[src/rtl/back_icon_rr_controller_pkg.sv]
// Shared datatypes for the interconnect round-robin controller and its channel FIFOs.
package pkg_dtypes;

  localparam int unsigned EUIDX_W       = 4;
  localparam int unsigned REGIDX_W      = 4;
  localparam int unsigned NUM_RECEIVERS = 8;

  typedef struct packed {
    logic [EUIDX_W-1:0]  euidx;
    logic [REGIDX_W-1:0] regidx;
  } type_exec_unit_addr;

  typedef logic [NUM_RECEIVERS-1:0] type_icon_receivers_list;

  typedef struct packed {
    type_exec_unit_addr      src_addr;
    type_icon_receivers_list receiver_list;
  } type_icon_instr;

  function automatic logic list_covered(input type_icon_receivers_list have,
                                        input type_icon_receivers_list need);
    return (have & need) == need;
  endfunction

endpackage

[src/rtl/back_icon_rr_controller_chan_fifo.sv]
// Per-channel instruction queue: registered head, no push/pop bypass.
module back_icon_chan_fifo
  import pkg_dtypes::*;
#(
  parameter int unsigned LOG2_DEPTH = 4
) (
  input  logic           clk,
  input  logic           reset,
  input  type_icon_instr push_data_i,
  input  logic           push_i,
  input  logic           pop_i,
  output type_icon_instr head_o,
  output logic           head_valid_o,
  output logic           full_o,
  output logic           empty_o
);

  localparam int unsigned DEPTH = 2 ** LOG2_DEPTH;

  logic [LOG2_DEPTH:0] wr_ptr_q, wr_ptr_d;
  logic [LOG2_DEPTH:0] rd_ptr_q, rd_ptr_d;
  type_icon_instr      mem_q [DEPTH];
  logic                push_en, pop_en;

  always_comb begin
    empty_o      = (wr_ptr_q == rd_ptr_q);
    full_o       = (wr_ptr_q[LOG2_DEPTH] != rd_ptr_q[LOG2_DEPTH]) &&
                   (wr_ptr_q[LOG2_DEPTH-1:0] == rd_ptr_q[LOG2_DEPTH-1:0]);
    push_en      = push_i & ~full_o;
    pop_en       = pop_i & ~empty_o;
    wr_ptr_d     = push_en ? wr_ptr_q + 1'b1 : wr_ptr_q;
    rd_ptr_d     = pop_en ? rd_ptr_q + 1'b1 : rd_ptr_q;
    head_o       = mem_q[rd_ptr_q[LOG2_DEPTH-1:0]];
    head_valid_o = ~empty_o;
  end

  always_ff @(posedge clk or posedge reset) begin
    if (reset) begin
      wr_ptr_q <= '0;
      rd_ptr_q <= '0;
    end else begin
      wr_ptr_q <= wr_ptr_d;
      rd_ptr_q <= rd_ptr_d;
    end
  end

  always_ff @(posedge clk) begin
    if (push_en) mem_q[wr_ptr_q[LOG2_DEPTH-1:0]] <= push_data_i;
  end

endmodule

[src/rtl/back_icon_rr_controller.sv]
// Round-robin interconnect controller: per-channel queues, euidx source arbitration,
// receiver granting and retire tracking. Optional stall watchdog under ICON_WATCHDOG_EN.
module back_icon_rr_controller
  import pkg_dtypes::*;
#(
  parameter int unsigned NUM_ICON_CHANNELS = 4,
  parameter int unsigned LOG2_QUEUE_LENGTH = 4,
  parameter int unsigned WATCHDOG_CYCLES   = 255
) (
  input  logic                          clk,
  input  logic                          reset,
  input  type_icon_instr                icon_instr_dispatch_i       [NUM_ICON_CHANNELS],
  input  logic [NUM_ICON_CHANNELS-1:0]  icon_instr_dispatch_valid_i,
  output logic [NUM_ICON_CHANNELS-1:0]  icon_instr_dispatch_ready_o,
  output type_exec_unit_addr            src_addrs_o                 [NUM_ICON_CHANNELS],
  output type_icon_receivers_list       receiver_lists_o            [NUM_ICON_CHANNELS],
  output logic [NUM_ICON_CHANNELS-1:0]  channel_active_o,
  output logic [NUM_ICON_CHANNELS-1:0]  tx_req_valid_o,
  input  type_icon_receivers_list       success_lists_i             [NUM_ICON_CHANNELS],
  output logic [NUM_ICON_CHANNELS-1:0]  instr_retire_o,
  output logic [NUM_ICON_CHANNELS-1:0]  timeout_o
);

  localparam int unsigned N     = NUM_ICON_CHANNELS;
  localparam int unsigned PTR_W = $clog2(N);

  type_icon_instr          head       [N];
  logic [N-1:0]            head_valid, chan_full, chan_empty, pop;
  type_icon_receivers_list latch_q    [N];
  type_icon_receivers_list latch_d    [N];
  logic [PTR_W-1:0]        rr_ptr_q, rr_ptr_d;

  for (genvar g = 0; g < N; g++) begin : g_chan
    back_icon_chan_fifo #(.LOG2_DEPTH(LOG2_QUEUE_LENGTH)) u_fifo (
      .clk          (clk),
      .reset        (reset),
      .push_data_i  (icon_instr_dispatch_i[g]),
      .push_i       (icon_instr_dispatch_valid_i[g]),
      .pop_i        (pop[g]),
      .head_o       (head[g]),
      .head_valid_o (head_valid[g]),
      .full_o       (chan_full[g]),
      .empty_o      (chan_empty[g])
    );
  end

  assign icon_instr_dispatch_ready_o = ~chan_full;
  assign channel_active_o            = ~chan_empty;
  assign pop                         = instr_retire_o | timeout_o;

  // Walk channels in priority order; grants accumulate so lower-priority
  // channels only see receivers nobody above them has claimed.
  always_comb begin
    type_icon_receivers_list granted;
    int unsigned             sum;
    logic [PTR_W-1:0]        ch, hp;
    logic                    blocked;
    granted        = '0;
    sum            = 0;
    ch             = '0;
    hp             = '0;
    blocked        = 1'b0;
    tx_req_valid_o = '0;
    for (int unsigned k = 0; k < N; k++) receiver_lists_o[k] = '0;
    for (int unsigned k = 0; k < N; k++) begin
      sum = int'(rr_ptr_q) + k;
      if (sum >= N) sum = sum - N;
      ch      = PTR_W'(sum);
      blocked = 1'b0;
      for (int unsigned j = 0; j < k; j++) begin
        sum = int'(rr_ptr_q) + j;
        if (sum >= N) sum = sum - N;
        hp = PTR_W'(sum);
        if (head_valid[hp] && (head[hp].src_addr.euidx == head[ch].src_addr.euidx))
          blocked = 1'b1;
      end
      tx_req_valid_o[ch] = head_valid[ch] & ~blocked;
      if (tx_req_valid_o[ch])
        receiver_lists_o[ch] = head[ch].receiver_list & ~latch_q[ch] & ~granted;
      granted = granted | receiver_lists_o[ch];
    end
  end

  always_comb begin
    instr_retire_o = '0;
    for (int unsigned c = 0; c < N; c++) begin
      src_addrs_o[c]    = head_valid[c] ? head[c].src_addr : '0;
      instr_retire_o[c] = head_valid[c] &
                          list_covered(latch_q[c] | (success_lists_i[c] & receiver_lists_o[c]),
                                       head[c].receiver_list);
      latch_d[c]        = pop[c] ? '0 : (latch_q[c] | (success_lists_i[c] & receiver_lists_o[c]));
    end
    rr_ptr_d = rr_ptr_q;
    if (|instr_retire_o) rr_ptr_d = (rr_ptr_q == PTR_W'(N - 1)) ? '0 : rr_ptr_q + 1'b1;
  end

  always_ff @(posedge clk or posedge reset) begin
    if (reset) begin
      rr_ptr_q <= '0;
      for (int unsigned c = 0; c < N; c++) latch_q[c] <= '0;
    end else begin
      rr_ptr_q <= rr_ptr_d;
      for (int unsigned c = 0; c < N; c++) latch_q[c] <= latch_d[c];
    end
  end

`ifdef ICON_WATCHDOG_EN
  localparam int unsigned WD_W = $clog2(WATCHDOG_CYCLES + 1);

  logic [WD_W-1:0] wd_cnt_q [N];
  logic [WD_W-1:0] wd_cnt_d [N];

  // A drop pops the head but is not a retire, so rr_ptr is left alone.
  always_comb begin
    timeout_o = '0;
    for (int unsigned c = 0; c < N; c++) begin
      timeout_o[c] = head_valid[c] & ~instr_retire_o[c] &
                     (wd_cnt_q[c] == WD_W'(WATCHDOG_CYCLES));
      wd_cnt_d[c]  = pop[c] ? '0 : (head_valid[c] ? wd_cnt_q[c] + WD_W'(1) : wd_cnt_q[c]);
    end
  end

  always_ff @(posedge clk or posedge reset) begin
    if (reset) begin
      for (int unsigned c = 0; c < N; c++) wd_cnt_q[c] <= '0;
    end else begin
      for (int unsigned c = 0; c < N; c++) wd_cnt_q[c] <= wd_cnt_d[c];
    end
  end
`else
  assign timeout_o = '0;
`endif

endmodule

[config.mk]
export PLATFORM = sky130hd
export DESIGN_NAME = back_icon_rr_controller
export DESIGN_NICKNAME = d
export VERILOG_FILES = /design/src/rtl/back_icon_rr_controller_pkg.sv /design/src/rtl/back_icon_rr_controller_chan_fifo.sv /design/src/rtl/back_icon_rr_controller.sv
export SDC_FILE = /design/constraint.sdc
export NUM_CORES = 1
export LEC_CHECK = 0
export ABC_AREA = 1
export ABC_CLOCK_PERIOD_IN_PS = 8200
export CORE_MARGIN = 2
export CORE_UTILIZATION = 45
export CTS_BUF_LIST = sky130_fd_sc_hd__clkbuf_8 sky130_fd_sc_hd__clkbuf_16
export DETAILED_ROUTE_END_ITERATION = 7
export PLACE_DENSITY = 0.59
export RECOVER_POWER = 50
export SETUP_SLACK_MARGIN = 0.1
export SLEW_MARGIN = 40
export SYNTH_ARGS = -nofsm -noshare
export SYNTH_HDL_FRONTEND = slang
export SYNTH_HIERARCHICAL = 1
export SYNTH_SLANG_ARGS = --single-unit
[constraint.sdc]
create_clock -name clk -period 8.2 [get_ports clk]
set_input_delay 2.46 -clock clk [delete_from_list [all_inputs] [get_ports clk]]
set_output_delay 2.46 -clock clk [all_outputs]
set_load 0.005 [all_outputs]
==> run metrics <==
WL per Instance roughly 22 µm; Port Buffers around 180; Final period util 96.8%; post-synth top area share between 50% and 60%; Setup crit start kind flip-flop; Final setup viols 0; CTS buffer count 113; Final min period between 7 and 8 ns; hold_ws ~0.51 ns; Mapped Cells approximately 5400; Leakage around 25 nW; num rows ~120; Multi-input gate area 17700 µm²; Seq/Total Area, Yosys between 60% and 70%; die height between 300 and 400 µm; Slew HR 8.85%; most common library cell in the layout ignoring fill and taps nand2_1; maximum vdd ir drop between 0.0002 and 0.0003 V; layout cells sized above 1 between 15 and 20%; Slew Limit Fails 0; crit path max fanout 12; Peak Freq approximately 0.13 GHz; drt pass-1 iters 6; outcome completed; register area 32600 µm²; DRC violations left 0; Area growth, synth to finish 20.6%; clk_skew approximately 0.025 ns; FILL cells about 10000; Yosys cell types between 40 and 50; GP Congestion about 0.98; vias per inst 5.42; root buffer cell clkbuf_16; H-tree lvl count 3; Synth Cell Area between 50000 and 60000 µm²; highest-delay cell along the critical path dfrtp_4; PwrDens roughly 440 nW/µm²; Synth Register Bits approximately 1100; global-route wire length before repair 238000 µm; die area ~120000 µm²; clk buf depth 3; CP max stage delay between 0.5 and 0.6 ns; largest net degree at the start of global routing 81; Avg Cell Area, Syn approximately 9.6 µm²; CP Buf/Inv Count 10; unrepaired setup endpoints after global routing true; vias in the first global route 37291; Core Footprint approximately 110000 µm²; CP arrival between 5 and 6 ns; GRT Resource Usage Total 26.9%; CP Depth 39; Starting Density 45.4%; routed vias 40177; Crit path required time around 5.7 ns; clk_lat worst skew 0.71 ns; YS warnings 6; initial drt markers around 4000; Hold/Removal Path Class flip-flop to flip-flop; crit path capture type output port; Die Span X approximately 340 µm; final number of hold-violating endpoints 0; Critical Path Most Common Cell nand2_1; dominant cell type by area after synthesis edfxtp_1; Setup CP Type flip-flop to output port; Worst-path clk slew ~0.060 ns; CTS tree yes; Max-Cap Viols 0; Sum Neg Setup Slack 0 ns; ranking of synthesized cells by area edfxtp_1 (59%), nand2_1 (11%), nor2_1 (6.1%); final wirelength approximately 160000 µm; cells on worst reg2reg path 42; Top Family by Delay on Critical Path simple AND/OR/NAND/NOR gates; HPWL after DPL about 100000 µm; Final #Nets ~5900; most frequent cells in the layout nand2_1 (1464), edfxtp_1 (1024), nor2_1 (819); hold_buf cts 0; post-route ant nets 0; initial antenna violation count 19; CTS sink count roughly 1100; Worst Tran Pin Value ~1.4 ns; final core occ 54.8%; total grt overflow 0; io pins approximately 190; Min-Delay Path Depth 2
[through the flow]
step                area [µm²]  setup slack [ns]  std cells  total power [mW]
finish                   62700             0.261       7412              27.6
global route             62700           -0.0649       7410              29.1
detailed placement       56700             0.172       7087              20.6
floorplan                52000              1.07       5412              14.9
CTS                      61800            0.0291       7369              26.8
global placement         56700             0.106       7087              20.5
[cell usage after synthesis, drive strengths merged]
master and instances:
nand2 1597, edfxtp 1024, nor2 894, nand3 522
o21ai 498, inv 269, buf 215, dfrtp 74
clkbuf 72, nand4 67, a21oi 47, and2 29
xor2 29, ha 24, o2111a 9, xnor2 9
clkinv 7, o211ai 6, o21a 6, a31oi 3
nor3 3, or2 2, a21boi 1, conb 1
mux2i 1
[layout make-up]
cell class	count	share of cell area (%)
Inverter	276	1.77
Clock buffer	123	4.75
Multi-Input combinational cell	3752	28.3
Sequential cell	1098	52.0
Timing Repair Buffer	549	9.06
Antenna cell	7	0.0279
Tap cell	1512	3.02
Timing Repair inverter	2	0.0319
Clock inverter	93	1.01
[routing by layer]
layer | GRT usage [%] | vias to the layer above | wire length [µm]
met2 | 44.4 | 1383 | 77900
met3 | 3.02 | 281 | 9440
li1 | - | 18970 | -
met1 | 36.9 | 19539 | 68900
met5 | 0 | - | 30
met4 | 9.58 | 4 | 5410
[registers in the layout (all words and copies together) (netlist names)]
name                    flops
g_chan.u_fifo/wr_ptr_q     20
g_chan.u_fifo/rd_ptr_q     20
g_chan.u_fifo/mem_q      1024
rr_ptr_q                    2
latch_q                    32
[final timing paths]
| path | startpoint | to | slack, ns |
|---|---|---|---|
| setup reg to reg | g_chan[2].u_fifo/rd_ptr_q[0] | g_chan[2].u_fifo/rd_ptr_q[1] | 2.85 |
| setup / recovery | g_chan[1].u_fifo/rd_ptr_q[0] | instr_retire_o[0] | 0.26 |
| max in group asynchronous | reset | rr_ptr_q[0] | 3.33 |
| hold reg to reg | latch_q[28] | latch_q[28] | 0.51 |
| hold / removal | latch_q[28] | latch_q[28] | 0.51 |
| min in group asynchronous | reset | g_chan[2].u_fifo/wr_ptr_q[4] | 2.80 |
[kinds of logic (layout without fill, tap and decap cells)]
logic type	Yosys count	count (layout)	share of synthesized area (%)
AO/OA/AOI/OAI	570	570	5.76
XOR/XNOR	38	38	0.640
adder cells (fa/ha/maj)	24	24	0.578
buffers and inverters	563	1043	4.88
flip-flops	1098	1098	62.7
multiplexers	1	1	0.0193
other	1	11	0.00721
AND/OR/NAND/NOR	3114	3115	25.4
[worst register-to-register path, delay by kind of cell, from the launching register on]
family	cells	cell delay, ns
and+or+nand+nor	33	3.28
buffers and inverters	8	1.25
DFF	1	0.60
AOI/OAI and AO/OA	1	0.11
[power by group]
group	internal, mW	total [mW]	switching (mW)	leakage [nW]
clock network	2.82	4.98	2.16	1.90
logic	5.92	15.6	9.66	13.0
registers	6.76	7.04	0.277	10.2
total	15.5	27.6	12.1	25.1
[timing repair]
| action | CTS | global route |
|---|---|---|
| resized for setup | 179 | 154 |
| pin swaps | 47 | 54 |
| setup buffers | 49 | 28 |
| cloned | 17 | 8 |
| setup endpoints to repair | 36 | 33 |
No activity file was read; power rests on OpenSTA's default activity.
